**config.mk**
```make
export PLATFORM = sky130hd
export DESIGN_NAME = result_readout_flat
export DESIGN_NICKNAME = d
export VERILOG_FILES = /design/src/rtl/result_readout_if.sv /design/src/rtl/result_readout.sv /design/src/flat_wrapper.sv
export SDC_FILE = /design/constraint.sdc
export NUM_CORES = 1
export LEC_CHECK = 0
export CAP_MARGIN = 20
export CELL_PAD_IN_SITES_DETAIL_PLACEMENT = 1
export CELL_PAD_IN_SITES_GLOBAL_PLACEMENT = 1
export CORE_UTILIZATION = 39
export DETAILED_ROUTE_END_ITERATION = 10
export PLACE_DENSITY_LB_ADDON = 0.08
export SETUP_SLACK_MARGIN = 0.1
export SLEW_MARGIN = 20
export SYNTH_ARGS = -nofsm -noshare
export SYNTH_HDL_FRONTEND = slang
export SYNTH_SLANG_ARGS = --single-unit
```
**constraint.sdc**
```tcl
create_clock -name clk -period 3.08 [get_ports clk]
set_input_delay 0.308 -clock clk [delete_from_list [all_inputs] [get_ports clk]]
set_output_delay 0.308 -clock clk [all_outputs]
set_load 0.01 [all_outputs]
```
**src/rtl/result_readout_if.sv**
```systemverilog
// Read port towards the matrix core's result memory plus the outgoing byte stream.
// The master side belongs to the readout engine; the slave side is the core plus the downstream sink.
interface result_readout_if;
  logic        cs_n;
  logic        ry;
  logic [31:0] read_data;
  logic [7:0]  out_data;
  logic        out_valid;
  logic        out_ready;

  modport master (
    output cs_n,
    input  ry,
    input  read_data,
    output out_data,
    output out_valid,
    input  out_ready
  );

  modport slave (
    input  cs_n,
    output ry,
    output read_data,
    input  out_data,
    input  out_valid,
    output out_ready
  );
endinterface

```
**src/rtl/result_readout.sv**
```systemverilog
// Fetches NUM_RESULTS result words from the core after each finish edge and streams
// them MSB byte first over valid/ready; sticky err if a read is never answered.
module result_readout #(
  parameter int NUM_RESULTS = 16,
  parameter int CNT_W       = 5,
  parameter int TIMEOUT     = 64
) (
  input  logic                clk,
  input  logic                rst,
  input  logic                finish,
  result_readout_if.master    bus,
  output logic [CNT_W-1:0]    word_cnt,
  output logic                busy,
  output logic                done,
  output logic                err
);
  localparam int TMR_W = $clog2(TIMEOUT + 1);

  typedef enum logic [1:0] {IDLE, REQ, WAIT, SEND} state_t;

  state_t             state_reg;
  state_t             state_next;
  logic               finish_reg;
  logic [31:0]        shift_reg;
  logic [1:0]         byte_idx_reg;
  logic [TMR_W-1:0]   timer_reg;
  logic [CNT_W-1:0]   word_cnt_reg;
  logic               done_reg;
  logic               err_reg;

  logic start;
  logic beat;
  logic last_byte;
  logic last_word;
  logic timed_out;

  // Finish is a level from the core; only its rising edge launches a readout.
  assign start     = finish && !finish_reg;
  assign beat      = (state_reg == SEND) && bus.out_ready;
  assign last_byte = (byte_idx_reg == 2'd3);
  assign last_word = (word_cnt_reg == CNT_W'(NUM_RESULTS - 1));
  assign timed_out = (state_reg == WAIT) && !bus.ry && (timer_reg == TMR_W'(1));

  always_ff @(posedge clk) begin
    if (rst) begin
      state_reg <= IDLE;
    end else begin
      state_reg <= state_next;
    end
  end

  always_comb begin
    state_next = state_reg;
    case (state_reg)
      IDLE: if (start) state_next = REQ;
      REQ:  state_next = WAIT;
      WAIT: begin
        if (bus.ry) begin
          state_next = SEND;
        end else if (timed_out) begin
          state_next = IDLE;
        end
      end
      SEND: begin
        if (beat && last_byte) begin
          state_next = last_word ? IDLE : REQ;
        end
      end
      default: state_next = IDLE;
    endcase
  end

  always_comb begin
    bus.cs_n      = (state_reg != REQ);
    bus.out_valid = (state_reg == SEND);
    bus.out_data  = (state_reg == SEND) ? shift_reg[31:24] : 8'h00;
    busy          = (state_reg != IDLE);
    word_cnt      = word_cnt_reg;
    done          = done_reg;
    err           = err_reg;
  end

  always_ff @(posedge clk) begin
    if (rst) begin
      finish_reg   <= 1'b0;
      shift_reg    <= '0;
      byte_idx_reg <= '0;
      timer_reg    <= '0;
      word_cnt_reg <= '0;
      done_reg     <= 1'b0;
      err_reg      <= 1'b0;
    end else begin
      finish_reg <= finish;
      done_reg   <= 1'b0;
      case (state_reg)
        IDLE: begin
          if (start) begin
            err_reg      <= 1'b0;
            word_cnt_reg <= '0;
          end
        end
        REQ: timer_reg <= TMR_W'(TIMEOUT);
        WAIT: begin
          if (bus.ry) begin
            shift_reg    <= bus.read_data;
            byte_idx_reg <= 2'd0;
          end else begin
            timer_reg <= timer_reg - TMR_W'(1);
            if (timed_out) err_reg <= 1'b1;
          end
        end
        SEND: begin
          if (bus.out_ready) begin
            shift_reg    <= {shift_reg[23:0], 8'h00};
            byte_idx_reg <= byte_idx_reg + 2'd1;
            // word_cnt parks on the final index so it still names the last word afterwards.
            if (last_byte) begin
              if (last_word) begin
                done_reg <= 1'b1;
              end else begin
                word_cnt_reg <= word_cnt_reg + CNT_W'(1);
              end
            end
          end
        end
        default: ;
      endcase
    end
  end
endmodule
```
**src/flat_wrapper.sv**
```systemverilog
// flat-port wrapper written by rule: the top's interface ports become plain ports
module result_readout_flat 
#(
  parameter int NUM_RESULTS = 16,
  parameter int CNT_W       = 5,
  parameter int TIMEOUT     = 64
)
  (clk, rst, finish, word_cnt, busy, done, err, bus_cs_n, bus_ry, bus_read_data, bus_out_data, bus_out_valid, bus_out_ready);
  result_readout_if bus_i ();
  input  logic clk;
  input  logic rst;
  input  logic finish;
  output logic [CNT_W-1:0] word_cnt;
  output logic busy;
  output logic done;
  output logic err;
  output wire logic [$bits(bus_i.cs_n)-1:0] bus_cs_n;
  input wire logic [$bits(bus_i.ry)-1:0] bus_ry;
  input wire logic [$bits(bus_i.read_data)-1:0] bus_read_data;
  output wire logic [$bits(bus_i.out_data)-1:0] bus_out_data;
  output wire logic [$bits(bus_i.out_valid)-1:0] bus_out_valid;
  input wire logic [$bits(bus_i.out_ready)-1:0] bus_out_ready;
  assign bus_cs_n = bus_i.cs_n;
  assign bus_i.ry = bus_ry;
  assign bus_i.read_data = bus_read_data;
  assign bus_out_data = bus_i.out_data;
  assign bus_out_valid = bus_i.out_valid;
  assign bus_i.out_ready = bus_out_ready;
  result_readout #(.NUM_RESULTS(NUM_RESULTS), .CNT_W(CNT_W), .TIMEOUT(TIMEOUT)) u_core (.clk(clk), .rst(rst), .finish(finish), .bus(bus_i), .word_cnt(word_cnt), .busy(busy), .done(done), .err(err));
endmodule
```
Word level (Yosys, flattened, before mapping)
Cells that the tools add are included.

word-level totals
  bits in registers = 51
  input port bits = 37
  word-level logic and storage cells = 74

operators by class
  reduce and logical (&&, ||, !) cells = 19
  equality and inequality tests = 16
  bitwise gates (word level) = 3
  muxes and demuxes = 25
  add/sub/neg operators = 3

operator list
  operator                                                                  number
  32-bit 2-to-1 mux                                                         2
  32-bit one-hot mux with 2 select lines                                    1
  5-bit 2-to-1 mux                                                          4
  7-bit one-hot mux with 2 select lines                                     1
  2-bit 2-to-1 mux                                                          6
  2-bit by 1-bit inequality test with 1-bit output (second input constant)  6
  5-bit one-hot mux with 2 select lines                                     1
  2-bit nonzero test                                                        5
  8-bit 2-to-1 mux                                                          1
  2-bit one-hot mux with 4 select lines                                     1
  7-bit by 1-bit equality test with 1-bit output (second input constant)    1
  7-bit 2-to-1 mux                                                          1
  7-bit by 1-bit subtractor with 7-bit output (second input constant)       1
  2-bit equality test (second input constant)                               3
  2-bit inequality test (second input constant)                             3
  3-bit AND reduction                                                       2
  5-bit by 1-bit adder with 5-bit output (second input constant)            1
  5-bit by 4-bit equality test with 1-bit output (second input constant)    1
  1-bit logical AND                                                         5
  1-bit 2-to-1 mux                                                          5
  5-bit AND reduction                                                       1
  2-bit one-hot mux with 2 select lines                                     1
  4-bit AND reduction                                                       1
  4-bit OR reduction                                                        1
  other kinds (8)                                                           11

Longest topological paths before layout
  depth after elaboration = 6
  depth in mapped cells = 7

Worst setup path after synthesis
Ideal clock, no wire load.

  path kind = flip-flop to flip-flop
  start point = reg u_core.word_cnt_reg[0], in the netlist u_core.word_cnt[0]
  end point = reg u_core.word_cnt_reg[3], in the netlist u_core.word_cnt[3]
  data arrival time = 1.725 ns
  data required time = 3.010 ns
  setup slack = 1.285 ns
  cell stages (with the launch flop) = 8
  library setup time = 0.070 ns
  cell sequence = dfxtp_1 -> ha_1 -> and3_1 -> ha_1 -> and3b_1 -> o22ai_1 -> or3_1 -> a21oi_1

between the ends
  elaborated cells between the ends (all ways) = 8
  classes of those cells = add/sub (1); eq/ne (2); mux (4); reduce/logical (1)

RTL lines
  what                                            line                   source
  from (decl)                                     result_readout.sv:27   logic [CNT_W-1:0] word_cnt_reg;
  from (signal assigned)                          result_readout.sv:121  word_cnt_reg <= word_cnt_reg + CNT_W'(1);
  5-bit by 4-bit equality test with 1-bit output  result_readout.sv:41   assign last_word = (word_cnt_reg == CNT_W'(NUM_RESULTS - 1));
  via u_core.last_word                            result_readout.sv:34   logic last_word;
  2-bit inequality test (no line)                 --
  5-bit AND reduction (no line)                   --

The timed path passes the listed nets, and every way through them passes these cells. The select of a mux whose other input is x is not followed.
A chain may end at the register's enable or synchronous reset.

Worst setup path after layout
  start point = reg u_core.state_reg[0]
  end point = out bus_cs_n

between the ends
  cells in the longest elaborated chain, start to end = 1

RTL lines
  what                                              line                  source
  from (decl)                                       result_readout.sv:21  state_t state_reg;
  from (signal assigned)                            result_readout.sv:48  state_reg <= state_next;
  2-bit by 1-bit inequality test with 1-bit output  result_readout.sv:74  bus.cs_n = (state_reg != REQ);
  to (decl)                                         flat_wrapper.sv:17    output wire logic [$bits(bus_i.cs_n)-1:0] bus_cs_n;

Every way passes these cells.

==> flow_summary.ini <==
[outcome]
status = finished clean

[placed_design]
gp_congestion = 0.746
place.port_buffers = 54
dpl.hpwl_um = 4200
dpl.cell_count = 394

[sta]
worst_slew_pin_slew_ps = 776
skew_ps = 11.7
rsz0062_at_grt = no
finalCriticalPeriod_ps = 2570
setup_violations = 0
timing.fmax_ghz = 0.389
setup_tns_ps = 0
post-route-period-util_pct = 83.5
maxSlewHeadroom_pct = 48.1
final_hold_viol_count = 0
finalMaxSlewViolations = 0

[clocking]
cts_resized = 0
cts_buffer_depth = 2
cts_tree = yes
cts.clk_slew.worst_paths_ps = 100
root_buffer = clkbuf_8
postCtsHoldBufs = 0
cts_num_sinks = 51
postCtsSetupBuffers = 0
h-tree-depth = 2
numCtsBuffers = 5
clk_latency_ps = 310

[cells_and_area]
diodes = 0
multi_input_area_um2 = 1180
largest_register_ffs = 32
nFillCells = 691
layout-drive-gt1-share_pct = 5.45
fin_cells = 402
nNetsFinal = 371
area_growth_pct = 27.5
seq_area_um2 = 1020

[logic_synthesis]
synth_top_area_share_pct = 43.5
synth_area_leader_cell = dfxtp_1
synth_common_cells = nand2_1 (55), dfxtp_1 (51), nor2_1 (44)
syn-cell-area_um2 = 2350
synth-compound-area-share_pct = 19.3
synthArstFlopShare_pct = 0
synthMuxAreaShare_pct = 1.44
yosys.area_share.simple_pct = 25.9
synth_top_family_by_area = simple AND/OR/NAND/NOR gates
seq_area_frac_synth_pct = 43.5
synth_xor_area_share_pct = 1.12
synth.distinct_cells = 45
syn_area_per_cell_um2 = 8.24
synth_fp_nets = 327
synth-edff-count = 0
yosysWarnings = 0
synth_top_flop_cell = dfxtp_1
synth_cells = 285
synthTopCellsByArea = dfxtp_1 (43%), a311oi_1 (9.0%), nand2_1 (8.8%)
yosysMostFrequentCell = nand2_1
yosys_register_bits = 51
synth-adder-area-share_pct = 2.66

[critical_path]
crit_chain = nor2b_1 > inv_1 > clkdlybuf4s50_1
crit_path_end_kind = output port
crit_required_ps = 2770
arrival_ps = 2260
startpoint_type = flop
critPathKind = flop to output port
crit_buf_inv = 2
timing.critical_path.fanout_max = 20
cp_slowest_cell = dfxtp_1
cp_top_family = flip-flops
worst_path_largest_cell_delay_ps = 810

[drt]
drc_errors = 0
vias = 2106
dr.pass1.iters = 4
drt_iter0_drc = 165
post_drt_wl_per_cell_um = 14.5
vias_per_cell = 5.24
antenna_left = 0
routed_wirelength_um = 5820

[grt]
antenna_found_initial = 0
grt_start_max_net_pins = 27
grt_pass1_vias = 2065
grt_pass1_wl_um = 9820
track_usage_pct = 19.9
grt-ovfl-total = 0

[job]
drv_cap = 0

[floorplanning]
core_area_um2 = 5640
die_h_um = 79.6
initial_utilization_pct = 41.6
rows = 27
die-width_um = 79.6
dieArea_um2 = 6340
pin_count = 55

[pwr]
ir_worst_vdd_uv = 237
powerDensity_nw_per_um2 = 554
p_leak_uw = 0.00112

[min_path]
min_path_type = flop to flop
==> layer usage <==
metal | vias up | wire (um) | track usage [%] | part of all wire (%)
li1 | 1083 | - | - | -
met1 | 975 | 2890 | 27.2 | 50
met2 | 44 | 2650 | 31.2 | 46
met3 | 4 | 233 | 4.57 | 4.0
met4 | 0 | 46 | 5.45 | 0.79
met5 | - | 0 | 0 | 0
==> worst paths after layout <==
check | slack (ps) | to | depth (start not counted) | from
min | 480 | u_core.err | 2 | u_core.err
max reg2reg | 810 | u_core.shift_reg[18] | 5 | u_core.state_reg[0]
max | 510 | bus_cs_n | 3 | u_core.state_reg[0]
min reg2reg | 480 | u_core.err | 2 | u_core.err
==> cell usage in the layout (no fill, tap or decap), types with 2 or more instances in the layout <==
cell	count
nor2b_1	2
clkdlybuf4s50_1	54
a311oi_1	24
a22oi_1	8
ha_1	5
buf_4	5
clkbuf_8	5
nor3_1	2
nand3_1	5
mux2_1	2
a31oi_1	2
nor2_1	44
a211oi_1	2
and3_1	10
o21ai_0	2
nand2_1	55
and2_1	2
inv_1	9
dfxtp_1	51
xor2_1	2
or3_1	3
o211ai_1	2
a21oi_1	9
==> worst register-to-register path, stage by stage, from the launching register on <==
cell and delay (ps):
dfxtp_1 810, mux2_1 260, and2_1 460, buf_4 320
nor2_1 70, a311oi_1 260
==> cell type report <==
class,count,share of cell area (%)
well taps,72,3.01
multi-input cells,202,39.5
inverters,10,1.25
flip-flops and latches,51,34.1
clock inverters,2,0.418
clock buffers,6,2.42
repair buffers,59,19.3
==> kinds of logic after synthesis <==
kind of cell	Yosys count
flip-flops	51
adder cells (fa/ha/maj)	5
XOR/XNOR	3
AND/OR/NAND/NOR	132
AO/OA/AOI/OAI	59
buffers and inverters	32
multiplexers	3
==> report_power, final <==
| part | leakage, uW | total [uW] | internal, uW | switching [uW] |
|---|---|---|---|---|
| Sequential | 0.000415 | 833 | 744 | 88.9 |
| Clock | 0.0000412 | 383 | 159 | 224 |
| Combinational | 0.000667 | 442 | 211 | 231 |
==> through the flow <==
stage	total power [uW]	util [%]	area, um2	hold slack [ps]	worst slack, ps
3_3_place_gp	1270	51.6	2910	438	848
3_5_place_dp	1290	51.6	2910	464	832
6_report	1660	53.1	3000	476	508
5_1_grt	1770	53.1	3000	509	330
2_1_floorplan	1140	-	2350	436	1280
4_1_cts	1680	53.1	3000	486	508
No activity file was read; power rests on OpenSTA's default activity.
